## config.mk

```make
export PLATFORM = sky130hd
export DESIGN_NAME = multicycle_ctrl
export DESIGN_NICKNAME = d
export VERILOG_FILES = /design/src/rtl/multicycle_ctrl_pkg.sv /design/src/rtl/multicycle_ctrl_decode.sv /design/src/rtl/multicycle_ctrl.sv
export SDC_FILE = /design/constraint.sdc
export NUM_CORES = 1
export LEC_CHECK = 0
export CORE_MARGIN = 1.5
export CORE_UTILIZATION = 32
export CTS_CLUSTER_SIZE = 30
export DETAILED_ROUTE_END_ITERATION = 12
export PLACE_DENSITY_LB_ADDON = 0.08
export SLEW_MARGIN = 20
export SYNTH_ARGS = -nofsm -noshare
export SYNTH_HDL_FRONTEND = slang
export SYNTH_SLANG_ARGS = --single-unit
```

## constraint.sdc

```tcl
create_clock -name clk_i -period 1.6 [get_ports clk_i]
set_input_delay 0.16 -clock clk_i [delete_from_list [all_inputs] [get_ports clk_i]]
set_output_delay 0.16 -clock clk_i [all_outputs]
set_load 0.005 [all_outputs]
```

## src/rtl/multicycle_ctrl_pkg.sv

```systemverilog
// Shared types and opcode constants for the RV32I multi-cycle control FSM.
package multicycle_ctrl_pkg;

  typedef enum logic [2:0] {
    ST_IDLE   = 3'd0,
    ST_FETCH  = 3'd1,
    ST_DECODE = 3'd2,
    ST_EXEC   = 3'd3,
    ST_MEM    = 3'd4,
    ST_WB     = 3'd5,
    ST_TRAP   = 3'd6
  } state_e;

  // instr[6:2] opcode field values
  localparam logic [4:0] OPC_LOAD   = 5'b00000;
  localparam logic [4:0] OPC_STORE  = 5'b01000;
  localparam logic [4:0] OPC_OP_IMM = 5'b00100;
  localparam logic [4:0] OPC_OP     = 5'b01100;
  localparam logic [4:0] OPC_LUI    = 5'b01101;
  localparam logic [4:0] OPC_AUIPC  = 5'b00101;
  localparam logic [4:0] OPC_BRANCH = 5'b11000;
  localparam logic [4:0] OPC_JAL    = 5'b11011;
  localparam logic [4:0] OPC_JALR   = 5'b11001;

  typedef enum logic [1:0] {PC_PLUS4 = 2'd0, PC_IMM = 2'd1, PC_JALR = 2'd2} pc_sel_e;
  typedef enum logic [1:0] {WB_ALU = 2'd0, WB_MEM = 2'd1, WB_PC4 = 2'd2} wb_sel_e;
  typedef enum logic [1:0] {ALU_ADD = 2'd0, ALU_FUNCT = 2'd1, ALU_PASS_B = 2'd2} alu_op_e;

  typedef enum logic [3:0] {
    CLS_LOAD, CLS_STORE, CLS_OP_IMM, CLS_OP, CLS_LUI,
    CLS_AUIPC, CLS_BRANCH, CLS_JAL, CLS_JALR, CLS_ILLEGAL
  } op_cls_e;

  typedef struct packed {
    op_cls_e cls;
    logic    legal;
    logic    op_a_sel;
    logic    op_b_sel;
    alu_op_e alu_op;
    wb_sel_e wb_sel;
  } dec_t;

endpackage

```

## src/rtl/multicycle_ctrl_decode.sv

```systemverilog
// Combinational opcode decode: instruction class, legality and datapath selects.
module ctrl_decode
  import multicycle_ctrl_pkg::*;
(
  input  logic [6:0] instr,
  output dec_t       dec
);

  always_comb begin
    dec          = '0;
    dec.cls      = CLS_ILLEGAL;
    dec.alu_op   = ALU_ADD;
    dec.wb_sel   = WB_ALU;
    case (instr[6:2])
      OPC_LOAD:   begin dec.cls = CLS_LOAD;  dec.op_b_sel = 1'b1; dec.wb_sel = WB_MEM; end
      OPC_STORE:  begin dec.cls = CLS_STORE; dec.op_b_sel = 1'b1; end
      OPC_OP_IMM: begin dec.cls = CLS_OP_IMM; dec.op_b_sel = 1'b1; dec.alu_op = ALU_FUNCT; end
      OPC_OP:     begin dec.cls = CLS_OP;    dec.alu_op = ALU_FUNCT; end
      OPC_LUI:    begin dec.cls = CLS_LUI;   dec.op_b_sel = 1'b1; dec.alu_op = ALU_PASS_B; end
      OPC_AUIPC:  begin dec.cls = CLS_AUIPC; dec.op_a_sel = 1'b1; dec.op_b_sel = 1'b1; end
      OPC_BRANCH: dec.cls = CLS_BRANCH;
      OPC_JAL:    begin dec.cls = CLS_JAL;   dec.wb_sel = WB_PC4; end
      OPC_JALR:   begin dec.cls = CLS_JALR;  dec.wb_sel = WB_PC4; end
      default:    dec.cls = CLS_ILLEGAL;
    endcase
    dec.legal = (instr[1:0] == 2'b11) && (dec.cls != CLS_ILLEGAL);
  end

endmodule

```

## src/rtl/multicycle_ctrl.sv

```systemverilog
// Multi-cycle RV32I control FSM: fetch/decode/exec/mem/wb sequencing with sticky trap.
// Optional cycle/instret counters enabled by MULTICYCLE_CTRL_PERF_EN.
module multicycle_ctrl
  import multicycle_ctrl_pkg::*;
#(
  parameter int unsigned TIMEOUT_CYCLES = 16,
  parameter int unsigned TMO_W          = 8
) (
  input  logic        clk_i,
  input  logic        rst_ni,
  input  logic [31:0] instr_i,
  input  logic        br_taken_i,
  input  logic        imem_ack_i,
  input  logic        dmem_ack_i,
  output logic        imem_req_o,
  output logic        ir_we_o,
  output logic        dmem_req_o,
  output logic        dmem_we_o,
  output logic        pc_we_o,
  output logic [1:0]  pc_sel_o,
  output logic        rd_we_o,
  output logic [1:0]  wb_sel_o,
  output logic        op_a_sel_o,
  output logic        op_b_sel_o,
  output logic [1:0]  alu_op_o,
  output logic [2:0]  state_o,
  output logic        trap_o
`ifdef MULTICYCLE_CTRL_PERF_EN
  ,
  output logic [31:0] cycle_cnt_o,
  output logic [31:0] instret_o
`endif
);

  state_e           state_q, state_d;
  logic [TMO_W-1:0] tmo_q, tmo_d;
  logic             tmo_hit;
  dec_t             dec;
  logic             unused_instr;

  assign unused_instr = ^instr_i[31:7];

  ctrl_decode u_decode (
    .instr (instr_i[6:0]),
    .dec   (dec)
  );

  assign tmo_hit = (TIMEOUT_CYCLES != 0) && (tmo_q == TMO_W'(TIMEOUT_CYCLES - 1));
  assign state_o = state_q;

  always_ff @(posedge clk_i or negedge rst_ni) begin
    if (!rst_ni) begin
      state_q <= ST_IDLE;
      tmo_q   <= '0;
    end else begin
      state_q <= state_d;
      tmo_q   <= tmo_d;
    end
  end

  // Next state and Moore outputs; ack only qualifies strobes in the wait states
  always_comb begin
    state_d    = state_q;
    imem_req_o = 1'b0;
    ir_we_o    = 1'b0;
    dmem_req_o = 1'b0;
    dmem_we_o  = 1'b0;
    pc_we_o    = 1'b0;
    pc_sel_o   = PC_PLUS4;
    rd_we_o    = 1'b0;
    wb_sel_o   = WB_ALU;
    op_a_sel_o = 1'b0;
    op_b_sel_o = 1'b0;
    alu_op_o   = ALU_ADD;
    trap_o     = 1'b0;
    if (state_q inside {ST_EXEC, ST_MEM, ST_WB}) begin
      op_a_sel_o = dec.op_a_sel;
      op_b_sel_o = dec.op_b_sel;
      alu_op_o   = dec.alu_op;
    end
    case (state_q)
      ST_IDLE: state_d = ST_FETCH;
      ST_FETCH: begin
        imem_req_o = 1'b1;
        if (imem_ack_i) begin
          ir_we_o = 1'b1;
          state_d = ST_DECODE;
        end else if (tmo_hit) begin
          state_d = ST_TRAP;
        end
      end
      ST_DECODE: state_d = dec.legal ? ST_EXEC : ST_TRAP;
      ST_EXEC: begin
        if (dec.cls == CLS_BRANCH) begin
          pc_we_o  = 1'b1;
          pc_sel_o = br_taken_i ? PC_IMM : PC_PLUS4;
          state_d  = ST_FETCH;
        end else if (dec.cls inside {CLS_LOAD, CLS_STORE}) begin
          state_d = ST_MEM;
        end else begin
          state_d = ST_WB;
        end
      end
      ST_MEM: begin
        dmem_req_o = 1'b1;
        dmem_we_o  = (dec.cls == CLS_STORE);
        if (dmem_ack_i) begin
          if (dec.cls == CLS_STORE) begin
            pc_we_o = 1'b1;
            state_d = ST_FETCH;
          end else begin
            state_d = ST_WB;
          end
        end else if (tmo_hit) begin
          state_d = ST_TRAP;
        end
      end
      ST_WB: begin
        rd_we_o  = 1'b1;
        pc_we_o  = 1'b1;
        wb_sel_o = dec.wb_sel;
        if (dec.cls == CLS_JAL)       pc_sel_o = PC_IMM;
        else if (dec.cls == CLS_JALR) pc_sel_o = PC_JALR;
        state_d = ST_FETCH;
      end
      ST_TRAP: trap_o = 1'b1;
      default: state_d = ST_IDLE;
    endcase
  end

  // Wait counter runs only while parked in FETCH/MEM
  always_comb begin
    tmo_d = '0;
    if ((state_d == state_q) && (state_q inside {ST_FETCH, ST_MEM})) begin
      tmo_d = tmo_q + TMO_W'(1);
    end
  end

`ifdef MULTICYCLE_CTRL_PERF_EN
  always_ff @(posedge clk_i or negedge rst_ni) begin
    if (!rst_ni) begin
      cycle_cnt_o <= '0;
      instret_o   <= '0;
    end else begin
      if (!(state_q inside {ST_IDLE, ST_TRAP})) cycle_cnt_o <= cycle_cnt_o + 32'd1;
      if (pc_we_o) instret_o <= instret_o + 32'd1;
    end
  end
`endif

endmodule

```

==> metrics.csv, run 1 <==
stage,metric,value,unit
critical_path,cp-end-kind,output port,
route,post_drt_wl_per_cell,13.1,um
die,die_h,54.3,um
synthesis,synthSimpleGateAreaFrac,42.9,%
global_route,antenna_found_initial,0,
route,num_vias,998,
flow_run,max_cap_violations,0,
timing,setup_viol,14,
run_status,violations,negative setup slack,
timing,whs,217,ps
clocking,clock_path_buffers,2,
timing,finalHoldViolations,0,
place,gp_congestion,0.805,
synthesis,synthCells,102,
clocking,cts_tree,built,
route,dr_wl_met2,1330,um
timing,grt_setup_unrepaired,yes,
route,maxUsedRoutingLayer,met4,
finish,antenna_cells,0,
global_route,grt_pass1_vias,967,
synthesis,synth-adder-area-share,1.49,%
synthesis,avgSynthCellArea,8.24,sq um
synthesis,synthArstFlopShare,100,%
route,vias_per_cell,4.92,
clocking,clkTransAtPathRegs,70,ps
clocking,cts_root_buffer,clkbuf_4,
clocking,numCtsBuffers,3,
global_route,grt_max_degree,12,
place,dp_hpwl,1950,um
finish,finalNonFillerCells,203,
route,dr_wl_met3,108,um
finish,final_nets,212,
synthesis,syn-cell-area,841,sq um
critical_path,crit_fanout,4,
synthesis,synth_top_family_by_area,simple AND/OR/NAND/NOR gates,
die,die_w,54.3,um
die,initial_utilization,33.9,%
critical_path,crit_path_start_kind,register,
run_status,outcome,"complete, but fails checks",
route,drt_pass1_iterations,4,
synthesis,ys_types,38,
synthesis,yosysWarnings,0,
clocking,clkLatencyLatePin,260,ps
power,power_density,1220,nW/um^2
synthesis,muxShareOfSynthArea,0,%
global_route,grt.total_usage,19.6,%
synthesis,seq_area_frac_synth,32.7,%
route,ant_nets,0,
place,place_inst,186,
power,vdd_drop_max,1.05,mV
global_route,grt_pass1_wl,4230,um
route,drt_iter0_drc,6,
finish,final_layout_size_suffix_gt1_share,46.8,%
die,core-area,2480,sq um
timing,fin_setup_tns,-683,ps
critical_path,crit_type,reg -> out,
power,power_leakage,0.000769,uW
global_route,grt-ovfl-total,0,
die,ios,55,
timing,clock_skew,1.99,ps
synthesis,synth-main-ff-cell,dfrtp_1,
hold_path,hp-class,in -> async,
timing,tightest_slew,475,ps
critical_path,worstPathRequired,1440,ps
synthesis,synth_enable_flop_cells,0,
timing,finalWorstSetupSlack,-88.0,ps
die,die_area,2940,sq um
synthesis,synthesis.nets,140,
timing,timing.fmax,0.592,GHz
synthesis,synth_xor_area_share,6.25,%
synthesis,synth_compound_area_share,11.2,%
timing,maxSlewViolCount,0,
die,rows,18,
timing,max-slew-margin-rel,68.2,%
route,drt-met1-wl,1200,um
timing,fin_crit,1690,ps
timing,fin_crit_sh,105,%
clocking,h-tree-depth,1,
route,drc,0,
clocking,cts_sinks,11,
critical_path,cp_data_arrival_time,1530,ps
synthesis,synth-seq-cells,11,
place,dp_worst_setup_slack,-547,ps
critical_path,reg2reg_slack,-80,ps
route,totalWireLength,2660,um
place,port_buffers,29,
finish,area_growth,88.8,%
-- worst paths after layout --
kind	cells after the start	startpoint	to
worst min-delay path	1	rst_ni	tmo_q[7]$_DFF_PN0_
min in group clk_i	5	instr_i[3]	state_o[0]$_DFF_PN0_
max in group asynchronous	1	rst_ni	tmo_q[0]$_DFF_PN0_
worst min register to register	2	tmo_q[0]$_DFF_PN0_	tmo_q[0]$_DFF_PN0_
worst max-delay path	7	state_o[2]$_DFF_PN0_	rd_we_o
worst max register to register	7	state_o[2]$_DFF_PN0_	tmo_q[0]$_DFF_PN0_
-- area by class of cell --
| type | count | area, sq um |
|---|---|---|
| clock buffer | 4 | 26.3 |
| fill | 236 | 890 |
| inverter | 5 | 22.5 |
| multi-input combinational | 82 | 647 |
| sequential | 11 | 275 |
| tap | 30 | 37.5 |
| timing repair buffer | 71 | 579 |
-- cells by family after synthesis --
family | count (synthesis)
and+or+nand+nor | 63
AOI/OAI and AO/OA | 12
xor gates and xnor gates | 6
buffers and inverters | 9
adders and majority gates | 1
DFF | 11
-- state kept, by name, summed over array words and instances, names as in the netlist --
name,count
state_o,3
tmo_q,8
-- cell usage after synthesis, drive strengths merged (2+ instances only) --
cell type,n,area [sq um]
or4,2,15.0
and3,4,25.0
nor2,18,67.6
buf,3,23.8
o211ai,2,20.0
xnor2,4,35.0
nand3,6,30.0
nand3b,2,15.0
nor4,4,46.3
inv,5,18.8
nand2,9,33.8
nor3b,3,33.8
nand2b,3,18.8
nor3,4,20.0
nor2b,4,25.0
xor2,2,17.5
o21ai,3,15.0
dfrtp,11,275
-- metal layers --
layer	track usage, %	up-vias
met5	0	-
met4	6.25	0
met3	4.10	4
met2	30.3	19
met1	27.3	472
li1	-	503
-- stage by stage --
step | total power (uW) | instance area [sq um] | utilization [%]
after CTS | 1910 | 1570 | 63.3
after global placement | 1340 | 1360 | 55.1
final | 1930 | 1590 | 64.1
after floorplan | 784 | 846 | -
after detailed placement | 1350 | 1360 | 55.1
after global routing | 2070 | 1590 | 64.1
-- critical path, stage by stage (launching register included) --
cell and delay, ps:
dfrtp_1 410, buf_4 150, buf_6 110, nand2b_4 60, buf_6 130, nor2_4 40, buf_4 120, dlygate4sd2_1 260
-- cells in the final DEF, fill, tap and decap left out, drive strengths merged, types with 3 or more instances in the layout --
cell / instances
nor2: 18
clkdlybuf4s50: 9
dfrtp: 11
clkbuf: 5
nand3: 6
nand2b: 3
nor4: 4
nand2: 9
dlygate4sd2: 7
nor3b: 3
o21ai: 3
buf: 53
and3: 4
xnor2: 4
nor3: 4
inv: 4
nor2b: 4
-- what timing repair did --
action,4_1_cts,5_1_grt
hold buffers,0,0
gates cloned,0,0
gates resized for setup,86,7
setup endpoints to repair,23,24
pin swaps,22,5
buffers inserted,14,2
-- where the power goes --
part	switching (uW)	internal, uW
sequential	41.8	329
combinational	579	794
clock	89.4	96.4
total	710	1220
Power figures use the tool's default switching activity.
==> run 2: changes to the inputs <==
--- a/config.mk
+++ b/config.mk
@@ -9,7 +9,7 @@
 export CORE_UTILIZATION = 32
 export CTS_CLUSTER_SIZE = 30
 export DETAILED_ROUTE_END_ITERATION = 12
-export PLACE_DENSITY_LB_ADDON = 0.08
+export PLACE_DENSITY = 0.79
 export SLEW_MARGIN = 20
 export SYNTH_ARGS = -nofsm -noshare
 export SYNTH_HDL_FRONTEND = slang
==> run 2 against run 1 <==
The flow still finishes with violations (negative setup slack); register-to-register slack lost 100 ps; worst hold slack worse by 6.2 ps; sequential power increased by 1%; non-clock buffer count decreased by 3; final area decreased by 1.1%; cell count decreased by 1.5%; critical path depth did not move; combinational power about the same; global-route usage grew 0.15 points; clock skew is 3.3 ps higher; count of clock-buffer cells in the layout unchanged; critical path type is now reg -> reg; largest cell class unchanged.
==> metrics.csv, run 2 (synthesized netlist as in run 1, its figures left out) <==
stage,metric,value,unit,change
run_status,outcome,"complete, but fails checks",,
run_status,violations,negative setup slack,,
critical_path,critPathBufInv,3,,-2
die,ios,55,,unchanged
timing,max-slew-margin-rel,67.3,%,-0.93 points
place,port_buffers,29,,unchanged
timing,tightest_slew,489,ps,+14.0 ps
die,die_h,54.3,um,unchanged
timing,maxSlewViolCount,0,,unchanged
global_route,use_met3,1.09,%,-3.0 points
route,drt_iter0_drc,16,,+10
critical_path,cp_slowest_cell,a2111o_2,,
finish,layout_common_cells,"buf_4 (30), buf_6 (12), dfrtp_1 (11), nor2_1 (10)",,
die,die_w,54.3,um,unchanged
die,rows,18,,unchanged
finish,fin_util,63.4,%,-0.71 points
clocking,clock_path_buffers,2,,unchanged
power,power_leakage,0.000718,uW,-6.6%
finish,largest_register,tmo_q,,
critical_path,cp_slowest_stage_delay,570,ps,+160 ps
die,die_area,2940,sq um,unchanged
critical_path,crit_fanout,8,,+4
clocking,h-tree-depth,1,,unchanged
place,dp_hpwl,1850,um,-5.2%
global_route,busiest_layer,met2,,
global_route,grt-ovfl-total,0,,unchanged
die,core-area,2480,sq um,unchanged
timing,fin_crit_sh,111,%,+5.8 points
critical_path,critPathTopFamily,compound AO/OA/AOI/OAI gates,,
die,initial_utilization,33.9,%,unchanged
timing,timing.fmax,0.562,GHz,-5.2%
critical_path,worstPathRequired,1810,ps,+370 ps
timing,finalWorstSetupSlack,-181,ps,-92.7 ps
global_route,grt_pass1_wl,4260,um,+0.66%
critical_path,timing.critical_path.mode_cell,buf_6,,
flow_run,max_cap_violations,0,,unchanged
clocking,cts_sinks,11,,unchanged
route,totalWireLength,2830,um,+6.5%
critical_path,crit_type,reg -> reg,,
place,dpl_cell_area,1310,sq um,-3.9%
finish,antenna_cells,0,,unchanged
clocking,numCtsBuffers,3,,unchanged
global_route,grt_use_met1,19.9,%,-7.4 points
critical_path,crit_path_start_kind,register,,
clocking,clkLatencyLatePin,270,ps,about the same
power,power_density,1220,nW/um^2,+0.72%
clocking,cts_tree,built,,
clocking,clkTransAtPathRegs,70,ps,about the same
finish,final_layout_size_suffix_gt1_share,51.2,%,+4.4 points
critical_path,crit_chain,buf_6 > buf_6 > buf_6 > nor2b_4 > nor3_4 > a2111o_2 > nor2_2,,
timing,setup_viol,14,,unchanged
global_route,grt_pass1_vias,1024,,+5.9%
finish,fin_area,1570,sq um,-1.1%
hold_path,hp-class,in -> async,,
global_route,grtUsageMet2,39.4,%,+9.0 points
finish,largest_reg_flops,8,,unchanged
finish,area_growth,86.8,%,
finish,final_nets,209,,-1.4%
clocking,cts_root_buffer,clkbuf_4,,
timing,finalHoldViolations,0,,unchanged
route,ant_nets,0,,unchanged
route,drt_pass1_iterations,4,,unchanged
timing,grt_setup_unrepaired,yes,,
power,vdd_drop_max,0.815,mV,-22%
critical_path,cp-end-kind,register,,
global_route,grt.total_usage,19.8,%,+0.15 points
timing,fin_crit,1780,ps,+92.7 ps
global_route,antenna_found_initial,0,,unchanged
route,drc,0,,unchanged
global_route,grt_max_degree,12,,unchanged
route,vias_per_cell,5.22,,+6.2%
route,num_vias,1044,,+4.6%
route,post_drt_wl_per_cell,14.2,um,+8.1%
place,gp_congestion,0.839,,+4.3%
critical_path,cp_data_arrival_time,1990,ps,+460 ps
timing,clock_skew,5.26,ps,+3.27 ps
finish,final_common_cell,buf_4,,
## run 2: cell type report
cell class | instances | area, sq um
Tap cell | 30 | 37.5
Fill cell | 220 | 907
Clock buffer | 4 | 26.3
Sequential cell | 11 | 275
Timing Repair Buffer | 68 | 559
Inverter | 5 | 21.3
Multi-Input combinational cell | 82 | 651
## run 2: worst paths after layout
| path | startpoint | end | slack (ps) | depth (start not counted) |
|---|---|---|---|---|
| max in group asynchronous | rst_ni | state_o[0]$_DFF_PN0_ | 1060 | 1 |
| worst min-delay path | rst_ni | tmo_q[6]$_DFF_PN0_ | 210 | 1 |
| worst min register to register | tmo_q[0]$_DFF_PN0_ | tmo_q[0]$_DFF_PN0_ | 470 | 1 |
| worst max-delay path | state_o[2]$_DFF_PN0_ | tmo_q[0]$_DFF_PN0_ | -180 | 7 |
| min in group clk_i | tmo_q[0]$_DFF_PN0_ | tmo_q[0]$_DFF_PN0_ | 470 | 1 |
| worst max register to register | state_o[2]$_DFF_PN0_ | tmo_q[0]$_DFF_PN0_ | -180 | 7 |
## run 2: layer usage
layer / part of all wire, % / routed length, um
met3: 4.7 / 133
met1: 38 / 1070
met2: 55 / 1550
met5: 0 / 0
met4: 3.0 / 85
## run 2: timing repair
item	CTS	global route
buffers inserted	12	6
endpoints found under the hold margin	0	0
gates resized for setup	69	34
cloned	0	0
endpoints found under the setup margin	24	24
pin swaps	17	7
hold buffers	0	0
## run 2: metrics by stage
stage                     setup TNS [ps]  setup WS, ps  total power [uW]  hold slack [ps]  std cells
after detailed placement           -6320          -467              1230              461        179
final                              -1600          -181              1920              211        200
after floorplan                        0          54.4               784             -136        102
after CTS                          -1200          -130              1680              221        195
after global placement             -5940          -433              1210              435        179
after global routing               -2690          -242              2060              258        200
## run 2: report_power, final
part | switching [uW] | internal, uW | total, uW | leakage [uW]
Clock | 96.3 | 96.7 | 193 | 0.0000150
Sequential | 45.5 | 329 | 374 | 0.000148
Combinational | 593 | 762 | 1350 | 0.000555
==> run 3: changes to the inputs <==
--- a/config.mk
+++ b/config.mk
@@ -9,7 +9,7 @@
 export CORE_UTILIZATION = 32
 export CTS_CLUSTER_SIZE = 30
 export DETAILED_ROUTE_END_ITERATION = 12
-export PLACE_DENSITY = 0.79
+export PLACE_DENSITY = 0.75
 export SLEW_MARGIN = 20
 export SYNTH_ARGS = -nofsm -noshare
 export SYNTH_HDL_FRONTEND = slang
==> run 3 against run 2 <==
Combinational power rose by 13%; cell count rose by 5.0%; highest routed layer unchanged; largest power group unchanged; die area did not move; the run still ends with negative setup slack left; wire length rose by 19%; power rose by 9.1%; flip-flop and latch count did not move; non-clock buffer count rose by 10; via count rose by 6.2%; setup slack got worse by 59 ps.
==> metrics.csv, run 3 (synthesized netlist as in run 1, its figures left out) <==
stage,metric,value,unit,change
run_status,outcome,"complete, but fails checks",,
run_status,violations,negative setup slack,,
place,dp_hpwl,1920,um,+3.8%
global_route,antenna_found_initial,0,,unchanged
die,ios,55,,unchanged
place,port_buffers,29,,unchanged
clocking,clock_path_buffers,2,,unchanged
hold_path,hp-class,in -> async,,
timing,whs,213,ps,+2.36 ps
global_route,grt_pass1_vias,1031,,+0.68%
die,core-area,2480,sq um,unchanged
finish,largest_register,tmo_q,,
finish,largest_reg_flops,8,,unchanged
critical_path,crit_type,reg -> reg,,
route,drt_iter0_drc,19,,+3
power,power_density,1260,nW/um^2,+3.2%
finish,final_common_cell,buf_4,,
timing,finalHoldViolations,0,,unchanged
place,gp_congestion,0.841,,+0.27%
critical_path,crit_path_start_kind,register,,
critical_path,reg2reg_slack,-240,ps,-60 ps
timing,fin_crit_sh,115,%,+3.7 points
finish,layout_common_cells,"buf_4 (35), buf_6 (18), nor2_1 (11), dfrtp_1 (11)",,
critical_path,worstPathRequired,1800,ps,about the same
clocking,cts_root_buffer,clkbuf_4,,
critical_path,worstSetupEndpoint,tmo_q[2]$_DFF_PN0_,,
timing,setup_viol,18,,+4
place,dp_worst_setup_slack,-473,ps,-6.66 ps
die,die_h,54.3,um,unchanged
finish,fin_area,1660,sq um,+5.7%
clocking,cts.hold.buffers_added,0,,unchanged
timing,tightest_slew,499,ps,+10.5 ps
critical_path,r2r_cells,6,,-1
global_route,grt.total_usage,21.6,%,+1.8 points
critical_path,rr_endpoint,tmo_q[2]$_DFF_PN0_,,
finish,antenna_cells,0,,unchanged
critical_path,cp_slowest_cell,a2111o_2,,
timing,clock_skew,7.73,ps,+2.47 ps
die,die_w,54.3,um,unchanged
finish,area_growth,97.5,%,
route,drt_pass1_iterations,4,,unchanged
die,die_area,2940,sq um,unchanged
route,totalWireLength,3370,um,+19%
flow_run,max_cap_violations,0,,unchanged
critical_path,crit_chain,buf_6 > nor3b_4 > buf_4 > o211ai_2 > a2111o_2 > nor2_1,,
finish,final_nets,219,,+4.8%
power,vdd_drop_max,1.15,mV,+41%
clocking,cts_tree,built,,
timing,finalWorstSetupSlack,-240,ps,-59.0 ps
die,initial_utilization,33.9,%,unchanged
clocking,clkLatencyLatePin,280,ps,about the same
timing,maxSlewViolCount,0,,unchanged
finish,final_layout_size_suffix_gt1_share,53.9,%,+2.7 points
timing,timing.fmax,0.544,GHz,-3.2%
timing,fin_setup_tns,-2670,ps,-1070 ps
clocking,h-tree-depth,1,,unchanged
clocking,cts_sinks,11,,unchanged
finish,fillCellCount,197,,-10%
route,ant_nets,0,,unchanged
critical_path,r2r-start,state_o[2]$_DFF_PN0_,,
critical_path,cp_data_arrival_time,2040,ps,+50 ps
critical_path,startpoint,state_o[2]$_DFF_PN0_,,
global_route,grt-ovfl-total,0,,unchanged
timing,fin_crit,1840,ps,+59.0 ps
critical_path,cp-end-kind,register,,
route,drc,0,,unchanged
die,rows,18,,unchanged
timing,max-slew-margin-rel,66.6,%,-0.70 points
global_route,grt_pass1_wl,4560,um,+7.1%
finish,multi_input_area,641,sq um,-1.5%
route,vias_per_cell,5.28,,+1.2%
place,dpl_cell_area,1340,sq um,+2.3%
global_route,grt_max_degree,12,,unchanged
finish,seq_area,275,sq um,unchanged
critical_path,cp_slowest_stage_delay,590,ps,+20 ps
route,post_drt_wl_per_cell,16.1,um,+14%
clocking,numCtsBuffers,3,,unchanged
timing,grt_setup_unrepaired,yes,,
critical_path,crit_fanout,8,,unchanged
clocking,clkTransAtPathRegs,70,ps,about the same
power,power_leakage,0.000788,uW,+9.7%
route,num_vias,1109,,+6.2%
-- run 3: cell types whose count changed in the layout (fill, tap and decap cells not counted), moves of 2 or more --
cell,change
dlygate4sd2_1,+2
nor3_2,-2
clkdlybuf4s15_1,-2
buf_4,+5
buf_6,+6
-- run 3: layout make-up --
class / instances / share of cell area (%)
Clock buffer: 4 / 1.58
Inverter: 5 / 1.43
Multi-Input combinational cell: 82 / 38.6
Sequential cell: 11 / 16.6
Tap cell: 30 / 2.26
Timing Repair Buffer: 78 / 39.6
-- run 3: worst min path at each step --
stage	startpoint	endpoint	slack, ps	cells after the start
6_report	rst_ni	tmo_q[7]$_DFF_PN0_	210	1
5_1_grt	rst_ni	tmo_q[7]$_DFF_PN0_	260	1
4_1_cts	rst_ni	tmo_q[7]$_DFF_PN0_	220	1
3_5_place_dp	tmo_q[0]$_DFF_PN0_	tmo_q[0]$_DFF_PN0_	450	1
3_3_place_gp	tmo_q[0]$_DFF_PN0_	tmo_q[0]$_DFF_PN0_	440	1
2_1_floorplan	rst_ni	state_o[0]$_DFF_PN0_	-140	0
-- run 3: timing repair --
item,in CTS,in global routing
resized for setup,83,27
pin swaps,15,13
endpoints found under the setup margin,25,23
buffers inserted,19,5
-- run 3: per-layer routing --
layer / GRT usage (%) / vias to the layer above / part of all wire [%]
li1: - / 519 / -
met1: 22.8 / 543 / 37
met2: 42.4 / 40 / 56
met3: 1.91 / 7 / 4.4
met4: 9.58 / 0 / 2.0
met5: 0 / - / 0
-- run 3: where the power goes --
part           internal [uW]  switching, uW
clock network           96.7           97.1
registers                329           41.0
logic                    865            669
total                   1290            807
-- run 3: per-stage QoR --
step / std cells / utilization (%) / power, uW
final: 210 / 67.0 / 2100
after detailed placement: 183 / 54.1 / 1240
after CTS: 205 / 62.5 / 1780
after floorplan: 102 / - / 784
after global placement: 183 / 54.1 / 1220
after global routing: 210 / 67.0 / 2210
-- run 3: worst max-delay path: cells and delay by family, from the launching register on --
family	cells	cell delay, ps
and+or+nand+nor	2	370
DFF	1	420
AOI/OAI and AO/OA	2	670
buffers and inverters	2	310
